## src/rtl/fir_mac_scheduler.sv

```systemverilog
// Round-robin sequencer for the shared FIR MAC datapath (delay-line/coeff BRAM + MAC).
// Define FIR_SCHED_OVERRUN_EN to enable per-channel sticky overrun detection.

`ifdef FIR_SCHED_OVERRUN_EN
module fir_sched_wait_cnt #(
    parameter int MAX_WAIT = 256
) (
    input  logic i_clk,
    input  logic i_rst,
    input  logic req,
    input  logic ack,
    output logic overrun
);
    localparam int CW = $clog2(MAX_WAIT + 1);

    logic [CW-1:0] cnt;

    always_ff @(posedge i_clk) begin
        if (i_rst) begin
            cnt     <= '0;
            overrun <= 1'b0;
        end else begin
            if (ack)
                cnt <= '0;
            else if (req && cnt != CW'(MAX_WAIT))
                cnt <= cnt + 1'b1;
            if (cnt == CW'(MAX_WAIT))
                overrun <= 1'b1;
        end
    end
endmodule
`endif

module fir_mac_scheduler #(
    parameter int DATA_WIDTH  = 16,
    parameter int TAP_COUNT   = 65,
    parameter int CH_COUNT    = 2,
    parameter int MEM_LATENCY = 2,
    parameter int MAC_LATENCY = 3,
    parameter int MAX_WAIT    = 256,
    localparam int LEN = $clog2(TAP_COUNT),
    localparam int CHW = (CH_COUNT > 1) ? $clog2(CH_COUNT) : 1
) (
    input  logic                i_clk,
    input  logic                i_rst,
    input  logic [CH_COUNT-1:0] i_req,
    output logic [CH_COUNT-1:0] o_ack,
    output logic                o_busy,
    output logic [CHW-1:0]      o_ch,
    output logic                o_dl_wren,
    output logic [LEN-1:0]      o_dl_wr_addr,
    output logic                o_mem_rden,
    output logic [LEN-1:0]      o_dl_rd_addr,
    output logic [LEN-1:0]      o_coeff_addr,
    output logic                o_acc_clr,
    output logic                o_mac_en,
    output logic                o_result_valid,
    output logic [CHW-1:0]      o_result_ch,
    output logic [CH_COUNT-1:0] o_overrun
);
    localparam int DRAIN_N = MEM_LATENCY + MAC_LATENCY;
    localparam int DW      = (DRAIN_N > 1) ? $clog2(DRAIN_N) : 1;

    typedef enum logic [2:0] {
        S_IDLE, S_ARB, S_WRITE, S_ISSUE, S_DRAIN, S_DONE
    } state_t;

    state_t                       state;
    logic [CHW-1:0]               prio;
    logic [CH_COUNT-1:0][LEN-1:0] wr_ptr;
    logic [DW-1:0]                drain_cnt;
    logic [MEM_LATENCY:1]         vld_pipe;

    logic [CHW-1:0]      rr_idx;
    logic [CHW-1:0]      gnt_ch;
    logic [CH_COUNT-1:0] gnt_oh;
    logic [CHW-1:0]      prio_nxt;
    logic [LEN-1:0]      cur_ptr;
    logic [LEN-1:0]      nxt_ptr;
    logic [LEN-1:0]      rd_nxt;

    // Scan downwards so the lowest offset from the priority pointer wins.
    always_comb begin
        rr_idx = '0;
        gnt_ch = '0;
        gnt_oh = '0;
        for (int i = CH_COUNT - 1; i >= 0; i--) begin
            rr_idx = CHW'((int'(prio) + i) % CH_COUNT);
            if (i_req[rr_idx])
                gnt_ch = rr_idx;
        end
        gnt_oh[gnt_ch] = 1'b1;
    end

    assign prio_nxt = (gnt_ch == CHW'(CH_COUNT - 1)) ? '0 : gnt_ch + 1'b1;
    assign cur_ptr  = wr_ptr[o_ch];
    assign nxt_ptr  = (cur_ptr == '0) ? LEN'(TAP_COUNT - 1) : cur_ptr - 1'b1;
    assign rd_nxt   = (o_dl_rd_addr == LEN'(TAP_COUNT - 1)) ? '0 : o_dl_rd_addr + 1'b1;

    assign o_mac_en    = vld_pipe[MEM_LATENCY];
    assign o_result_ch = o_ch;

    always_ff @(posedge i_clk) begin
        if (i_rst) begin
            state          <= S_IDLE;
            prio           <= '0;
            wr_ptr         <= '0;
            drain_cnt      <= '0;
            vld_pipe       <= '0;
            o_ack          <= '0;
            o_busy         <= 1'b0;
            o_ch           <= '0;
            o_dl_wren      <= 1'b0;
            o_dl_wr_addr   <= '0;
            o_mem_rden     <= 1'b0;
            o_dl_rd_addr   <= '0;
            o_coeff_addr   <= '0;
            o_acc_clr      <= 1'b0;
            o_result_valid <= 1'b0;
        end else begin
            o_ack          <= '0;
            o_dl_wren      <= 1'b0;
            o_acc_clr      <= 1'b0;
            o_mem_rden     <= 1'b0;
            o_result_valid <= 1'b0;

            // Read data reaches the MAC MEM_LATENCY cycles after the strobe.
            vld_pipe[1] <= o_mem_rden;
            for (int i = MEM_LATENCY; i > 1; i--)
                vld_pipe[i] <= vld_pipe[i-1];

            case (state)
                S_IDLE: begin
                    if (|i_req) begin
                        state  <= S_ARB;
                        o_ack  <= gnt_oh;
                        o_ch   <= gnt_ch;
                        o_busy <= 1'b1;
                        prio   <= prio_nxt;
                    end
                end
                S_ARB: begin
                    state        <= S_WRITE;
                    wr_ptr[o_ch] <= nxt_ptr;
                    o_dl_wren    <= 1'b1;
                    o_dl_wr_addr <= nxt_ptr;
                    o_acc_clr    <= 1'b1;
                end
                S_WRITE: begin
                    // Tap 0 reads back the sample written in the previous cycle.
                    state        <= S_ISSUE;
                    o_mem_rden   <= 1'b1;
                    o_coeff_addr <= '0;
                    o_dl_rd_addr <= cur_ptr;
                end
                S_ISSUE: begin
                    if (o_coeff_addr == LEN'(TAP_COUNT - 1)) begin
                        state     <= S_DRAIN;
                        drain_cnt <= '0;
                    end else begin
                        o_mem_rden   <= 1'b1;
                        o_coeff_addr <= o_coeff_addr + 1'b1;
                        o_dl_rd_addr <= rd_nxt;
                    end
                end
                S_DRAIN: begin
                    if (drain_cnt == DW'(DRAIN_N - 1)) begin
                        state          <= S_DONE;
                        o_result_valid <= 1'b1;
                    end else begin
                        drain_cnt <= drain_cnt + 1'b1;
                    end
                end
                S_DONE: begin
                    state  <= S_IDLE;
                    o_busy <= 1'b0;
                end
                default: state <= S_IDLE;
            endcase
        end
    end

`ifdef FIR_SCHED_OVERRUN_EN
    for (genvar c = 0; c < CH_COUNT; c++) begin : g_wait
        fir_sched_wait_cnt #(.MAX_WAIT(MAX_WAIT)) u_wait (
            .i_clk   (i_clk),
            .i_rst   (i_rst),
            .req     (i_req[c]),
            .ack     (o_ack[c]),
            .overrun (o_overrun[c])
        );
    end
`else
    assign o_overrun = '0;
`endif

endmodule

```

## config.mk

```make
export PLATFORM = sky130hd
export DESIGN_NAME = fir_mac_scheduler
export DESIGN_NICKNAME = d
export VERILOG_FILES = /design/src/rtl/fir_mac_scheduler.sv
export SDC_FILE = /design/constraint.sdc
export NUM_CORES = 1
export LEC_CHECK = 0
export ABC_AREA = 1
export CAP_MARGIN = 20
export CORE_MARGIN = 4
export CORE_UTILIZATION = 49
export DETAILED_ROUTE_END_ITERATION = 8
export PLACE_DENSITY = 0.72
export SLEW_MARGIN = 40
export SYNTH_ARGS = -nofsm -noshare
export SYNTH_HDL_FRONTEND = slang
export SYNTH_HIERARCHICAL = 1
export SYNTH_SLANG_ARGS = --single-unit
```

## constraint.sdc

```tcl
create_clock -name i_clk -period 1.5 [get_ports i_clk]
set_input_delay 0.3 -clock i_clk [delete_from_list [all_inputs] [get_ports i_clk]]
set_output_delay 0.3 -clock i_clk [all_outputs]
set_load 0.1 [all_outputs]
```

; ---- Word-level counts from Yosys, hierarchy flattened
; Index checks and enable logic that the tools add are counted.
[word_totals]
input_bits = 4
word_cells = 91
ff_bits = 51
[op_classes]
n_addsub = 6
n_bitwise = 3
eq_ne = 13
magnitude_cmp = 6
mux = 33
reduce_logical = 15
[op_table]
columns = op, n
row1 = 2-to-1 mux 7 bit, 7
row2 = one-hot mux 7 bit (2 select lines), 2
row3 = 2-to-1 mux 3 bit, 5
row4 = one-hot mux 3 bit (5 select lines), 1
row5 = "adder 7 x 1 -> 7 bit, second input constant", 2
row6 = bitwise mux 14 bit, 1
row7 = "equality test 7 bit, second input constant", 2
row8 = 2-to-1 mux 1 bit, 12
row9 = "!= test 2 bit, second input constant", 5
row10 = "equality test 3 bit, second input constant", 3
row11 = "less-than comparator 1 x 2 -> 1 bit, second input constant", 4
row12 = demux 7 bit (select 1 bit), 1
row13 = zero test 7 bit, 1
row14 = "subtractor 7 x 1 -> 7 bit, second input constant", 1
row15 = "equality test 3 x 2 -> 1 bit, second input constant", 2
row16 = one-hot mux 3 bit (2 select lines), 1
row17 = AND reduction 2 bit, 3
row18 = AND reduction 3 bit, 2
row19 = nonzero test 2 bit, 3
row20 = one-hot mux 1 bit (2 select lines), 2
row21 = OR reduction 2 bit, 2
row22 = "adder 3 x 1 -> 3 bit, second input constant", 1
row23 = "equality test 3 x 1 -> 1 bit, second input constant", 1
row24 = zero test 3 bit, 1
row25 = other kinds (6), 11

; ---- Logic depth before layout (Yosys ltp)
[logic_depth]
ltp_word = 9
ltp_mapped = 12
depth_no_buf = 12

; ---- Least setup slack after synthesis
; No wires, ideal clock.
[synth_path]
path_type = flip-flop to flip-flop
from = register o_ch
to = register o_dl_wr_addr[4]
path_buffers = 0
path_stages_with_launch = 10
path_slack_ns = -0.940
period_less_slack_ns = 2.440
arrival_time_ns = 2.318
required_ns = 1.378
cell_sequence = dfxtp_1 -> inv_2 -> o21ai_1 -> inv_1 -> ha_1 -> nand3_1 -> nor2_2 -> or2_1 -> nand3_1 -> a21oi_1
[synth_via]
elab_chain_cells = 4
[synth_rtl]
columns = element, line
row1 = start: declaration, 49  ; output logic [CHW-1:0] o_ch,
row2 = start signal: assignment, 137  ; o_ch <= gnt_ch;
row3 = 2-to-1 mux 7 bit (not written as such) (*) (2 in a row), 96  ; assign cur_ptr = wr_ptr[o_ch];
row4 = subtractor 7 x 1 -> 7 bit or zero test 7 bit (tied branches), 97  ; assign nxt_ptr = (cur_ptr == '0) ? LEN'(TAP_COUNT - 1) : cur_ptr - 1'b1;
row5 = 2-to-1 mux 7 bit (*), 97
row6 = end signal: assignment, 146  ; o_dl_wr_addr <= nxt_ptr;
row7 = end: declaration, 51  ; output logic [LEN-1:0] o_dl_wr_addr,
; Mark *: on every way between the ends. The rest lies on a longest branch, timed or not. The select of a mux whose other input is x is not followed.
; A chain may end at the register's enable or synchronous reset.

; ---- Final worst setup path
[layout_path]
from = register o_ch
to = register wr_ptr[4] in the netlist's numbering
[layout_via]
elab_chain_cells = 5
[layout_rtl]
columns = element, line
row1 = "2-to-1 mux 7 bit (not written as such), or another cell as far along", 96
row2 = 2-to-1 mux 7 bit (not written as such) or logical AND 1 bit (tied branches), "96, 144"
row3 = "subtractor 7 x 1 -> 7 bit, or another cell as far along", 97
row4 = 2-to-1 mux 7 bit or demux 7 bit (select 1 bit) (tied branches), "97, 144"
row5 = bitwise mux 14 bit (*), 144  ; wr_ptr[o_ch] <= nxt_ptr;
row6 = end signal: indexed assignment, 144
row7 = end: declaration, 70  ; logic [CH_COUNT-1:0][LEN-1:0] wr_ptr;
; Marked as above.

==> metrics.csv <==
metric;value;unit
cts_hold_buffers;0;
cts-buffers-inserted;5;
postLayoutCoreUtil;0.747;
synth_top_area_frac;0.385;
grt_start_max_net_pins;26;
drt_first_pass_iters;5;
use_met3;0.0417;
ios;37;
rsz0062_at_grt;yes;
track_usage;0.199;
yosys_warnings;6;
slowest_delay;0.39;ns
endpoint_kind;register;
root_buffer;clkbuf_8;
finalClockSkew;0.00844;ns
area_delta_synth_final;45.9;%
syn_area;2650;um^2
fin_crit;1.47;ns
clock-sinks;51;
vias;2518;
fin_area;3870;um^2
final_nets;431;
internal_power;3050;uW
ant_nets;0;
cts_buffer_depth;2;
diodes;0;
seq_area_frac_synth;0.385;
seqPwrFrac;0.309;
layout-drive-gt1-share;0.326;
crit_arrival;1.67;ns
crit_family;simple AND/OR/NAND/NOR gates;
fin_cells;490;
fp.dieArea;6650;um^2
place_congestion;0.836;
status;complete, no violations;
drc;0;
area.sequential;1060;um^2
max_freq;0.680;GHz
crit_buf_inv;2;
drv_slew;0;
p_comb_frac;0.533;
synth-seq-cells;51;
cp_common_cell;nand3_4;
crit_type;reg -> reg;
hpwl;4.39;mm
dpl_cell_area;3550;um^2
nFillCells;378;
syn_inst;371;
setup_viol;0;
critPathRequiredTime;1.70;ns
drv_cap;0;
cts_tree;built;
postSynthAreaPerCell;7.14;um^2
wl;6.33;mm
mostFrequentLayoutCell;nand2_1;
htree_levels;2;
cp_cell_sequence;inv_6 -> o21ai_4 -> inv_4 -> ha_4 -> nand3_4 -> nor2_4 -> or2_1 -> nand3_4 -> a21oi_1;
power.total;5600;uW
die_w;81.5;um
drt-initial-drc-count;157;
clk_pin_slew;0.09;ns
start_util;0.512;
p_sw_frac;0.456;
worst-path-max-fanout;4;
synth.area.top_cells;dfxtp_1 (39%), nand2_1 (11%), a21oi_1 (6.6%);
p_per_area;1450;nW/um^2
start_kind;register;
synth_cell_types;38;
grt_pass1_vias;2375;
antenna_found_initial;0;
ir_drop;0.000996;V
rows;26;
chipHeight;81.5;um
cp_slowest_cell;dfxtp_4;
timing.hold.ws;0.410;ns
vias_per_cell;5.14;
mostFrequentLayoutCells;nand2_1 (68), nor2_1 (41), inv_1 (34), buf_12 (34), dfxtp_1 (32);
grt_use_met1;0.236;
grt_pass1_wl;10.4;mm
finalHoldViolCount;0;
clock_latency;0.31;ns
period_share;0.981;
multi_input_area;1570;um^2
top_usage_layer;met2;
grtUsageMet2;0.348;
dp_cells;474;
synth_top_area_cell;dfxtp_1;
core;5170;um^2
hold_path.class;reg -> reg;
routedWlPerCell;12.9;um
clkPwrFrac;0.158;
p_leak;0.00157;uW
portBuffers;34;
grt_overflow;0;
p_switching;2550;uW
-- sequential cells by signal, indices dropped and copies added, names as in the netlist, 2 cells and up --
signal	count
wr_ptr	14
o_coeff_addr	7
o_dl_rd_addr	7
o_dl_wr_addr	7
drain_cnt	3
state	3
o_ack	2
vld_pipe	2
-- routing by layer --
| layer | wire length (um) | up-vias |
|---|---|---|
| li1 | - | 1291 |
| met1 | 2710 | 1165 |
| met2 | 3230 | 52 |
| met3 | 265 | 10 |
| met4 | 113 | 0 |
| met5 | 0 | - |
-- cell usage after synthesis (all sizes together) --
master	instances
conb	1
a31o	1
xor2	5
nand2	83
a211oi	1
nor3	2
ha	8
o21a	1
nor2	49
nand4	5
clkbuf	4
inv	46
nand3	25
o21ai	30
a31oi	2
buf	13
dfxtp	51
o31ai	2
a21oi	35
nand3b	3
xnor2	2
or2	2
-- per-stage QoR --
step | setup TNS [ns] | setup WS, ns
after floorplan | -1.81 | -0.153
after global placement | 0 | 0.0358
after detailed placement | 0 | 0.0218
after CTS | 0 | 0.0135
after global routing | -0.343 | -0.0337
final | 0 | 0.0288
-- cells by family after synthesis --
kind of cell,count (synthesis),synth area share
buf+inv,63,0.107
other cells,1,0.00142
simple gates,169,0.300
flops,51,0.385
fa+ha+maj,8,0.0378
xor+xnor,7,0.0231
compound gates,72,0.145
-- final timing paths --
path / slack (ns) / cells after the start / startpoint / end
setup / recovery: 0.03 / 9 / o_ch / wr_ptr[4]
hold reg to reg: 0.41 / 2 / vld_pipe[1] / vld_pipe[2]
setup reg to reg: 0.03 / 9 / o_ch / wr_ptr[4]
hold / removal: 0.41 / 2 / vld_pipe[1] / vld_pipe[2]
-- worst reg2reg max path, delay by kind of cell (launching register included) --
family	cells	cell delay, ns
AO/OA/AOI/OAI	2	0.24
adder cells (fa/ha/maj)	1	0.17
buffers and inverters	2	0.13
flip-flops	1	0.39
AND/OR/NAND/NOR	4	0.43
-- power by group through the flow --
| stage | combinational (uW) | sequential, uW | clock (uW) |
|---|---|---|---|
| 6_report | 2980 | 1730 | 884 |
| 5_1_grt | 3220 | 1760 | 963 |
| 4_1_cts | 2650 | 1730 | 904 |
| 3_5_place_dp | 2630 | 1750 | 0 |
| 3_3_place_gp | 2610 | 1750 | 0 |
| 2_1_floorplan | 1240 | 2380 | 0 |
-- final cells by class --
class | count | area share
sequential | 51 | 0.275
tap | 70 | 0.0227
timing repair inverter | 1 | 0.00194
inverter | 46 | 0.0489
multi-input combinational | 259 | 0.405
timing repair buffer | 55 | 0.221
clock buffer | 8 | 0.0262
-- repair_timing --
item / CTS / global route
setup buffers: 0 / 6
endpoints found under the setup margin: 0 / 36
resized for setup: 0 / 41
(Power assumes the default switching activity.)
